--- src/rtl/mem_access_unit_if.sv ---
// Request/response channel between the execute/memory stage (master) and
// the memory access unit (slave).
interface mem_access_unit_if;
  logic        req_valid;
  logic        req_ready;
  logic        op_store;
  logic [1:0]  op_size;
  logic        op_unsigned;
  logic [31:0] byte_addr;
  logic [31:0] store_data;
  logic [31:0] load_data;
  logic        load_valid;
  logic        addr_err;

  modport master (
    output req_valid, op_store, op_size, op_unsigned, byte_addr, store_data,
    input  req_ready, load_data, load_valid, addr_err
  );

  modport slave (
    input  req_valid, op_store, op_size, op_unsigned, byte_addr, store_data,
    output req_ready, load_data, load_valid, addr_err
  );
endinterface

--- src/rtl/mem_access_unit.sv ---
// MIPS byte/half/word access unit over a word-only RAM; sub-word stores use a
// two-cycle read-modify-write. MEM_ALIGN_CHECK_EN enables misalignment errors.
module mem_access_unit #(
  parameter int DATA_WIDTH = 32,
  parameter int ADDR_WIDTH = 10
) (
  input  logic                  clk,
  input  logic                  rst,
  mem_access_unit_if.slave      bus,
  output logic [ADDR_WIDTH-1:0] ram_addr,
  output logic [DATA_WIDTH-1:0] ram_wdata,
  output logic                  ram_we,
  input  logic [DATA_WIDTH-1:0] ram_rdata
);

  typedef enum logic {IDLE, RMW_WR} state_t;

  state_t                state;
  logic [ADDR_WIDTH-1:0] cap_idx;
  logic [31:0]           cap_word;
  logic [1:0]            cap_lane;
  logic                  cap_is_byte;
  logic [15:0]           cap_data;
  logic [31:0]           load_data_q;
  logic                  load_valid_q;
  logic                  addr_err_q;

  logic                  accept;
  logic [ADDR_WIDTH-1:0] word_idx;
  logic [1:0]            lane;
  logic [1:0]            eff_size;
  logic [1:0]            eff_lane;
  logic                  err;
  logic                  is_word;
  logic [7:0]            sel_byte;
  logic [15:0]           sel_half;
  logic [31:0]           ext_data;
  logic [31:0]           merged;
  logic                  unused_addr_bits;

  // Upper address bits fold away: addresses wrap modulo the RAM size.
  assign unused_addr_bits = ^bus.byte_addr[31:ADDR_WIDTH+2];
  assign word_idx         = bus.byte_addr[ADDR_WIDTH+1:2];
  assign lane             = bus.byte_addr[1:0];
  assign bus.req_ready    = (state == IDLE) && !rst;
  assign accept           = bus.req_valid && bus.req_ready;
  assign is_word          = (eff_size == 2'b10);

  always_comb begin
    eff_size = bus.op_size;
    eff_lane = lane;
    err      = 1'b0;
`ifdef MEM_ALIGN_CHECK_EN
    case (bus.op_size)
      2'b01:   err = lane[0];
      2'b10:   err = (lane != 2'b00);
      2'b11:   err = 1'b1;
      default: err = 1'b0;
    endcase
`else
    // Without checking, misaligned accesses are forced onto their natural
    // boundary and the reserved size behaves as a word access.
    case (bus.op_size)
      2'b01: eff_lane = {lane[1], 1'b0};
      2'b10, 2'b11: begin
        eff_size = 2'b10;
        eff_lane = 2'b00;
      end
      default: eff_lane = lane;
    endcase
`endif
  end

  always_comb begin
    sel_byte = ram_rdata[{eff_lane, 3'b000} +: 8];
    sel_half = ram_rdata[{eff_lane[1], 4'b0000} +: 16];
    case (eff_size)
      2'b00:   ext_data = {{24{!bus.op_unsigned && sel_byte[7]}}, sel_byte};
      2'b01:   ext_data = {{16{!bus.op_unsigned && sel_half[15]}}, sel_half};
      default: ext_data = ram_rdata;
    endcase
  end

  always_comb begin
    merged = cap_word;
    if (cap_is_byte)
      merged[{cap_lane, 3'b000} +: 8] = cap_data[7:0];
    else
      merged[{cap_lane[1], 4'b0000} +: 16] = cap_data;
  end

  // A pending RMW write is suppressed while reset is asserted.
  always_comb begin
    if (state == RMW_WR) begin
      ram_addr  = cap_idx;
      ram_wdata = merged;
      ram_we    = !rst;
    end else begin
      ram_addr  = word_idx;
      ram_wdata = bus.store_data;
      ram_we    = accept && bus.op_store && is_word && !err;
    end
  end

  always_ff @(posedge clk) begin
    if (rst) begin
      state        <= IDLE;
      load_data_q  <= '0;
      load_valid_q <= 1'b0;
      addr_err_q   <= 1'b0;
      cap_idx      <= '0;
      cap_word     <= '0;
      cap_lane     <= '0;
      cap_is_byte  <= 1'b0;
      cap_data     <= '0;
    end else begin
      load_valid_q <= 1'b0;
      addr_err_q   <= 1'b0;
      case (state)
        IDLE: begin
          if (accept) begin
            if (err) begin
              addr_err_q <= 1'b1;
            end else if (!bus.op_store) begin
              load_data_q  <= ext_data;
              load_valid_q <= 1'b1;
            end else if (!is_word) begin
              cap_idx     <= word_idx;
              cap_word    <= ram_rdata;
              cap_lane    <= eff_lane;
              cap_is_byte <= (eff_size == 2'b00);
              cap_data    <= bus.store_data[15:0];
              state       <= RMW_WR;
            end
          end
        end
        RMW_WR:  state <= IDLE;
        default: state <= IDLE;
      endcase
    end
  end

  assign bus.load_data  = load_data_q;
  assign bus.load_valid = load_valid_q;
  assign bus.addr_err   = addr_err_q;

endmodule

--- src/flat_wrapper.sv ---
// flat-port wrapper written by rule: the top's interface ports become plain ports
module mem_access_unit_flat 
#(
  parameter int DATA_WIDTH = 32,
  parameter int ADDR_WIDTH = 10
)
  (clk, rst, ram_addr, ram_wdata, ram_we, ram_rdata, bus_req_valid, bus_op_store, bus_op_size, bus_op_unsigned, bus_byte_addr, bus_store_data, bus_req_ready, bus_load_data, bus_load_valid, bus_addr_err);
  mem_access_unit_if bus_i ();
  input  logic clk;
  input  logic rst;
  output logic [ADDR_WIDTH-1:0] ram_addr;
  output logic [DATA_WIDTH-1:0] ram_wdata;
  output logic ram_we;
  input  logic [DATA_WIDTH-1:0] ram_rdata;
  input wire logic [$bits(bus_i.req_valid)-1:0] bus_req_valid;
  input wire logic [$bits(bus_i.op_store)-1:0] bus_op_store;
  input wire logic [$bits(bus_i.op_size)-1:0] bus_op_size;
  input wire logic [$bits(bus_i.op_unsigned)-1:0] bus_op_unsigned;
  input wire logic [$bits(bus_i.byte_addr)-1:0] bus_byte_addr;
  input wire logic [$bits(bus_i.store_data)-1:0] bus_store_data;
  output wire logic [$bits(bus_i.req_ready)-1:0] bus_req_ready;
  output wire logic [$bits(bus_i.load_data)-1:0] bus_load_data;
  output wire logic [$bits(bus_i.load_valid)-1:0] bus_load_valid;
  output wire logic [$bits(bus_i.addr_err)-1:0] bus_addr_err;
  assign bus_i.req_valid = bus_req_valid;
  assign bus_i.op_store = bus_op_store;
  assign bus_i.op_size = bus_op_size;
  assign bus_i.op_unsigned = bus_op_unsigned;
  assign bus_i.byte_addr = bus_byte_addr;
  assign bus_i.store_data = bus_store_data;
  assign bus_req_ready = bus_i.req_ready;
  assign bus_load_data = bus_i.load_data;
  assign bus_load_valid = bus_i.load_valid;
  assign bus_addr_err = bus_i.addr_err;
  mem_access_unit #(.DATA_WIDTH(DATA_WIDTH), .ADDR_WIDTH(ADDR_WIDTH)) u_core (.clk(clk), .rst(rst), .bus(bus_i), .ram_addr(ram_addr), .ram_wdata(ram_wdata), .ram_we(ram_we), .ram_rdata(ram_rdata));
endmodule
--- config.mk ---
export PLATFORM = sky130hd
export DESIGN_NAME = mem_access_unit_flat
export DESIGN_NICKNAME = d
export VERILOG_FILES = /design/src/rtl/mem_access_unit_if.sv /design/src/rtl/mem_access_unit.sv /design/src/flat_wrapper.sv
export SDC_FILE = /design/constraint.sdc
export NUM_CORES = 1
export LEC_CHECK = 0
export CAP_MARGIN = 5
export CORE_UTILIZATION = 46
export DETAILED_ROUTE_END_ITERATION = 7
export PLACE_DENSITY_LB_ADDON = 0.12
export SYNTH_ARGS = -nofsm -noshare
export SYNTH_HDL_FRONTEND = slang
export SYNTH_SLANG_ARGS = --single-unit
export TNS_END_PERCENT = 30
--- constraint.sdc ---
create_clock -name clk -period 3.4 [get_ports clk]
set_input_delay 0.51 -clock clk [delete_from_list [all_inputs] [get_ports clk]]
set_output_delay 0.51 -clock clk [all_outputs]
set_load 0.02 [all_outputs]
==> summary.md, run 1 <==
| Metric | Value |
|---|---|
| Status | `finished clean` |
| CTS Root Cell | `clkbuf_8` |
| Setup violators final | `0` |
| Cells after DPL | `around 950` |
| Post-Syn Instances | `692` |
| Diodes inserted | `0` |
| WL final | `roughly 16000 microns` |
| Core ar. | `10800 sq um` |
| Setup tns final | `0 ns` |
| Cell Area, Placed | `approximately 6800 sq um` |
| Max Fclk | `just over 300 MHz` |
| FF-to-FF setup slack | `roughly 1.1 ns` |
| Hold Buf Count CTS | `0` |
| Antenna violations before repair | `0` |
| Netlist cell types | `49` |
| Grt ovf | `0` |
| Vias in the first global route | `~5000` |
| Critical path class | `reg2out` |
| Worst Setup Start Kind | `flop` |
| P per Cell Area | `around 350 nW/um^2` |
| Layout area overhead | `36.2%` |
| Worst setup EP type | `output port` |
| First-pass detailed-route iteration total | `5` |
| Final Worst Setup Slack | `roughly 0.11 ns` |
| Multi-input logic area | `2770 sq um` |
| Worst r2r src | `u_core.state` |
| WP data required | `2.89 ns` |
| First-pass GRT wire length | `between 20000 and 30000 microns` |
| Max VDD drop | `around 0.22 mV` |
| RD Place Congestion | `a little under 0.9` |
| Total CTS buffers | `9` |
| Worst-skew pair later-pin latency | `0.36 ns` |
| RSZ-0062 raised after global routing | `no` |
| Buffers added on ports | `159` |
| Hold depth | `2` |
| Fillcell total | `a little under 1000` |
| DRT iter0 DRCs | `a little over 500` |
| Period utilization | `0.968` |
| Design area | `between 6000 and 7000 sq um` |
| Post-DRT Antenna Nets | `0` |
| Seq/Total Area, Yosys | `0.373` |
| Pre-CTS WS | `~0.31 ns` |
| Total GRT Usage | `0.288` |
| Vias | `~5400` |
| Die W | `roughly 110 microns` |
| Crit Path Max Fanout | `8` |
| CP arrival | `around 2.8 ns` |
| Layout cell share with drive strength beyond 1 | `0.0976` |
| Lkg Pwr | `approximately 0.0024 uW` |
| Row cnt | `38` |
| Final Slew Violations | `0` |
| Clk_skew | `0.0103 ns` |
| Post-CTS setup repair buffer count | `0` |
| Asr flop ratio synth | `0` |
| Reg2reg end | `u_core.bus.load_data[12]` |
| Largest net degree at the start of global routing | `75` |
| Starting density of the core | `0.471` |
| Die footprint | `approximately 12000 sq um` |
| Most used flip-flop cell after synthesis | `dfxtp_1` |
| Synthesized flop and latch total | `95` |
| Max transition margin | `0.364` |
| Post-synth top area share | `0.373` |
| IO Pins | `181` |
| Most instantiated cells after synthesis | `nand2_1, a21oi_1, dfxtp_1` |
| Count leader, synth | `nand2_1` |
| Number of max-cap violations | `0` |
| Slew @ Worst Pin | `0.953 ns` |
| Drt via density | `roughly 5.6` |
| Die H | `roughly 110 microns` |
| Post-DP HPWL | `11800 microns` |
| Crit path to | `ram_wdata[26]` |
| Mapped Nets | `800` |
| Post-synth EDFFs | `0` |
| Final hold slack | `roughly 0.46 ns` |
| Sequential Area | `approximately 1900 sq um` |
| Drt wl/cell | `approximately 17 microns` |
| Clk buf depth | `2` |
| Residual DRC | `0` |
| Nets@finish | `933` |
| H-tree levels | `3` |
| Hold Crit Class | `reg2reg` |
| Clock transition at path regs | `about 0.1 ns` |
| Synth warnings | `0` |
| Main area contributors after synthesis | `dfxtp_1, nand2_1, a21oi_1, mux2_2, o21ai_0` |
| Synth area leader | `dfxtp_1` |
| CP startpoint | `u_core.cap_lane[1]` |
| CTS tree | `built` |
| Final std cells w/o fill | `just under 1000` |
| Avg Synthesized Cell Area | `~7.4 sq um` |
| R2r worst-path depth | `6` |
| Num Clock Sinks | `95` |
| Hold Fails Final Rpt | `0` |
| Synthesized cell area | `about 5000 sq um` |
| Post-layout min period | `between 3 and 4 ns` |
## flip-flops by register name, indices dropped and copies added (netlist names)
| register | flops |
|---|---|
| u_core.cap_lane | 2 |
| u_core.cap_word | 32 |
| u_core.bus.load_data | 32 |
| u_core.cap_idx | 10 |
| u_core.cap_data | 16 |
| u_core.bus.load_valid | 1 |
| u_core.state | 1 |
| u_core.cap_is_byte | 1 |
## layout by cell type, fill, tap and decap left out, drive strengths merged, types with 2 or more instances in the layout
cell type and count:
inv 49, mux2 24, dfxtp 95, a311oi 2
nor2 41, nand2 152, buf 19, nand3b 2
nor2b 3, a21boi 8, ha 5, o22ai 17
clkdlybuf4s50 156, a211oi 19, clkinvlp 3, clkbuf 10
a21oi 109, a31oi 9, o21ai 54, a22oi 16
o221a 8, clkinv 2, dlymetal6s2s 2, a32oi 7
## cell families after synthesis
logic type,Yosys count,synth area share
AOI/OAI and AO/OA,254,0.303
and+or+nand+nor,209,0.169
buffers and inverters,103,0.0844
DFF,95,0.373
muxes,25,0.0574
adders and majority gates,5,0.0123
other,1,0.000735
## worst min path at each step
stage                         from                  endpoint  slack (ns)
2_1_floorplan    u_core.cap_idx[0]         u_core.cap_idx[0]        0.43
3_3_place_gp     u_core.cap_idx[0]         u_core.cap_idx[0]        0.44
3_5_place_dp   u_core.cap_word[24]       u_core.cap_word[24]        0.45
4_1_cts                        rst  u_core.bus.load_data[30]        0.46
5_1_grt                        rst  u_core.bus.load_data[30]        0.47
6_report         u_core.cap_idx[8]         u_core.cap_idx[8]        0.46
## metal layers
| metal | track usage | up-vias | part of all wire |
|---|---|---|---|
| li1 | - | 2665 | - |
| met1 | 0.398 | 2519 | 0.45 |
| met2 | 0.451 | 232 | 0.46 |
| met3 | 0.0527 | 23 | 0.074 |
| met4 | 0.0949 | 0 | 0.020 |
| met5 | 0 | - | 0 |
## worst max-delay path: stages (launching register included)
cell             delay [ns]
dfxtp_1                0.38
inv_1                  0.09
ha_1                   0.32
or4_4                  0.61
o221a_2                0.27
o22ai_1                0.13
clkdlybuf4s50_1        0.63
## stage by stage
| step | util | power (uW) |
|---|---|---|
| finish | 0.641 | 2410 |
| global route | 0.641 | 2510 |
| CTS | 0.640 | 2420 |
| detailed placement | 0.623 | 1730 |
| global placement | 0.623 | 1720 |
| floorplan | - | 1450 |
## power by group
part / switching [uW] / total, uW / internal (uW)
clock network: 412 / 700 / 289
registers: 28.5 / 1180 / 1150
logic: 270 / 530 / 260
total: 711 / 2410 / 1700
## layout make-up
type / count / share of cell area
tap: 140 / 0.0252
clock inverter: 6 / 0.00648
inverter: 48 / 0.0259
timing repair buffer: 177 / 0.250
multi-input combinational: 494 / 0.399
clock buffer: 10 / 0.0198
sequential: 95 / 0.274
## timing repair
item | 4_1_cts | 5_1_grt
pin swaps | 0 | 0
cloned | 0 | 0
gates resized for setup | 2 | 3
endpoints found under the setup margin | 8 | 5
No activity file was read; power rests on OpenSTA's default activity.
==> run 2, diff against run 1 <==
--- a/config.mk
+++ b/config.mk
@@ -5,6 +5,7 @@
 export SDC_FILE = /design/constraint.sdc
 export NUM_CORES = 1
 export LEC_CHECK = 0
+export ABC_CLOCK_PERIOD_IN_PS = 3400
 export CAP_MARGIN = 5
 export CORE_UTILIZATION = 46
 export DETAILED_ROUTE_END_ITERATION = 7
==> results of run 2 <==
Final layout, timing and power as in run 1 (identical DEF).
==> run 3, diff against run 2 <==
--- a/config.mk
+++ b/config.mk
@@ -7,9 +7,10 @@
 export LEC_CHECK = 0
 export ABC_CLOCK_PERIOD_IN_PS = 3400
 export CAP_MARGIN = 5
-export CORE_UTILIZATION = 46
+export CORE_UTILIZATION = 41
 export DETAILED_ROUTE_END_ITERATION = 7
 export PLACE_DENSITY_LB_ADDON = 0.12
+export SKIP_CTS_REPAIR_TIMING = 1
 export SYNTH_ARGS = -nofsm -noshare
 export SYNTH_HDL_FRONTEND = slang
 export SYNTH_SLANG_ARGS = --single-unit
==> constraint.sdc (replaced) <==
create_clock -name clk -period 3.4 [get_ports clk]
set_input_delay 0.68 -clock clk [delete_from_list [all_inputs] [get_ports clk]]
set_output_delay 0.68 -clock clk [all_outputs]
set_load 0.02 [all_outputs]
==> run 3 against run 2 <==
Die area rose by 12%; count of clock-buffer cells in the layout is the same; routed wire length rose by 4.3%; critical endpoint is now ram_wdata[22]; cell count rose by 2.7%; register-to-register slack better by 0.06 ns; clock skew down 0.0011 ns; first-iteration DRC count down 1.8%; power increased by 11%; clock power up 38%.
==> summary.md, run 3 (same netlist as run 1, synthesis figures left out) <==
| Metric | Value |
|---|---|
| Number of max-cap violations | `0` |
| Num Clock Sinks | `95` |
| Core ar. | `between 10000 and 15000 sq um` |
| R2r worst-path depth | `6` |
| Worst setup EP type | `output port` |
| RSZ-0062 raised after global routing | `no` |
| Hold depth | `2` |
| Slew @ Worst Pin | `0.861 ns` |
| Die H | `114 microns` |
| Worst Setup Start Kind | `flop` |
| Worst r2r src | `u_core.state` |
| Post-DP HPWL | `12000 microns` |
| Worst-skew pair later-pin latency | `about 0.35 ns` |
| CTS Root Cell | `clkbuf_16` |
| Design area | `just over 7000 sq um` |
| Clock transition at path regs | `around 0.07 ns` |
| H-tree levels | `3` |
| WP data required | `between 2 and 3 ns` |
| Max VDD drop | `between 0.3 and 0.4 mV` |
| Drt wl/cell | `~17 microns` |
| Hold Crit Class | `reg2reg` |
| Final std cells w/o fill | `between 900 and 1000` |
| Final Slew Violations | `0` |
| DRT iter0 DRCs | `497` |
| Status | `finished clean` |
| Max Fclk | `between 300 and 400 MHz` |
| Multi-input logic area | `about 2800 sq um` |
| First-pass GRT wire length | `27300 microns` |
| Cell Area, Placed | `between 6000 and 7000 sq um` |
| Post-DRT Antenna Nets | `0` |
| WL final | `approximately 17000 microns` |
| First-pass detailed-route iteration total | `5` |
| Met1 wire length | `7790 microns` |
| RD Place Congestion | `about 0.86` |
| Critical path class | `reg2out` |
| Layout area overhead | `39.1%` |
| Diodes inserted | `0` |
| IO Pins | `~180` |
| Row cnt | `40` |
| CP arrival | `between 2 and 3 ns` |
| Most frequent cells in the layout | `nand2_1, clkdlybuf4s50_1, a21oi_1, dfxtp_1, o21ai_0` |
| Lkg Pwr | `roughly 0.0025 uW` |
| HP Start | `u_core.cap_idx[4]` |
| Reg2reg end | `u_core.bus.load_data[12]` |
| Vias in the first global route | `roughly 5100` |
| Post-layout min period | `approximately 3.2 ns` |
| Vias | `5412` |
| Max transition margin | `0.426` |
| Fillcell total | `around 1100` |
| Setup violators final | `0` |
| Routed met2 length | `~7800 microns` |
| P per Cell Area | `roughly 380 nW/um^2` |
| Sequential Area | `~1900 sq um` |
| Starting density of the core | `0.423` |
| Drt via density | `~5.4` |
| FF-to-FF setup slack | `between 1 and 1.5 ns` |
| Die W | `between 100 and 150 microns` |
| Cells after DPL | `980` |
| Antenna violations before repair | `0` |
| Layout cell share with drive strength beyond 1 | `0.0990` |
| Nets@finish | `a little over 900` |
| Largest net degree at the start of global routing | `79` |
| Clk buf depth | `2` |
| Buffers added on ports | `~160` |
| CTS tree | `built` |
| DR top layer | `met4` |
| Residual DRC | `0` |
| Clk_skew | `slightly above 0.009 ns` |
| Worst Hold Endpoint | `u_core.cap_idx[4]` |
| Commonest non-fill, non-tap cell in the layout | `nand2_1` |
| Hold Fails Final Rpt | `0` |
| Crit Path Max Fanout | `8` |
| Die footprint | `roughly 13000 sq um` |
| Met3 WL post-DR | `~1100 microns` |
| Final hold slack | `around 0.45 ns` |
| Total GRT Usage | `0.270` |
| Total CTS buffers | `9` |
| Grt ovf | `0` |
| Period utilization | `0.953` |
[run 3: cell count changes in the layout (fill, tap and decap cells not counted), sizes merged]
cell / before / now
clkdlybuf4s50: 156 / 150
dlymetal6s2s: 2 / 8
buf: 19 / 17
clkinvlp: 3 / 2
inv: 49 / 50
[run 3: layout make-up]
cell class | count | share of cell area
Clock buffer | 10 | 0.0337
Inverter | 48 | 0.0254
Multi-Input combinational cell | 494 | 0.392
Sequential cell | 95 | 0.268
Timing Repair Buffer | 175 | 0.245
Tap cell | 168 | 0.0296
Clock inverter | 6 | 0.00599
[run 3: critical path, cell delays in order (launching register included)]
cell	delay (ns)
dfxtp_1	0.36
inv_1	0.09
ha_1	0.31
nor3b_2	0.22
a41o_2	0.31
a22oi_1	0.12
a21oi_1	0.18
clkdlybuf4s50_1	0.62
[run 3: where the power goes]
part           internal (uW)  switching [uW]
sequential              1150            26.5
clock                    519             448
combinational            259             276
[run 3: stage by stage]
stage	utilization	total power, uW	worst slack, ns	TNS [ns]
finish	0.588	2680	0.159	0
CTS	0.586	2690	-0.156	-1.05
global route	0.588	2780	0.0142	0
floorplan	-	1450	0.178	0
detailed placement	0.562	1730	0.222	0
global placement	0.562	1720	0.272	0
[run 3: how the worst max path moves through the flow]
stage / start / endpoint / slack [ns] / cells after the start
floorplan: u_core.cap_lane[1] / ram_wdata[24] / 0.18 / 8
global placement: u_core.cap_lane[0] / ram_wdata[31] / 0.27 / 6
detailed placement: u_core.cap_lane[1] / ram_wdata[25] / 0.22 / 6
CTS: u_core.cap_lane[1] / ram_wdata[25] / -0.16 / 6
global route: u_core.cap_lane[1] / ram_wdata[22] / 0.01 / 7
finish: u_core.cap_lane[1] / ram_wdata[22] / 0.16 / 7
[run 3: metal layers]
layer / track usage / up-vias
li1: - / 2658
met1: 0.383 / 2518
met2: 0.418 / 219
met3: 0.0446 / 17
met4: 0.0842 / 0
met5: 0 / -
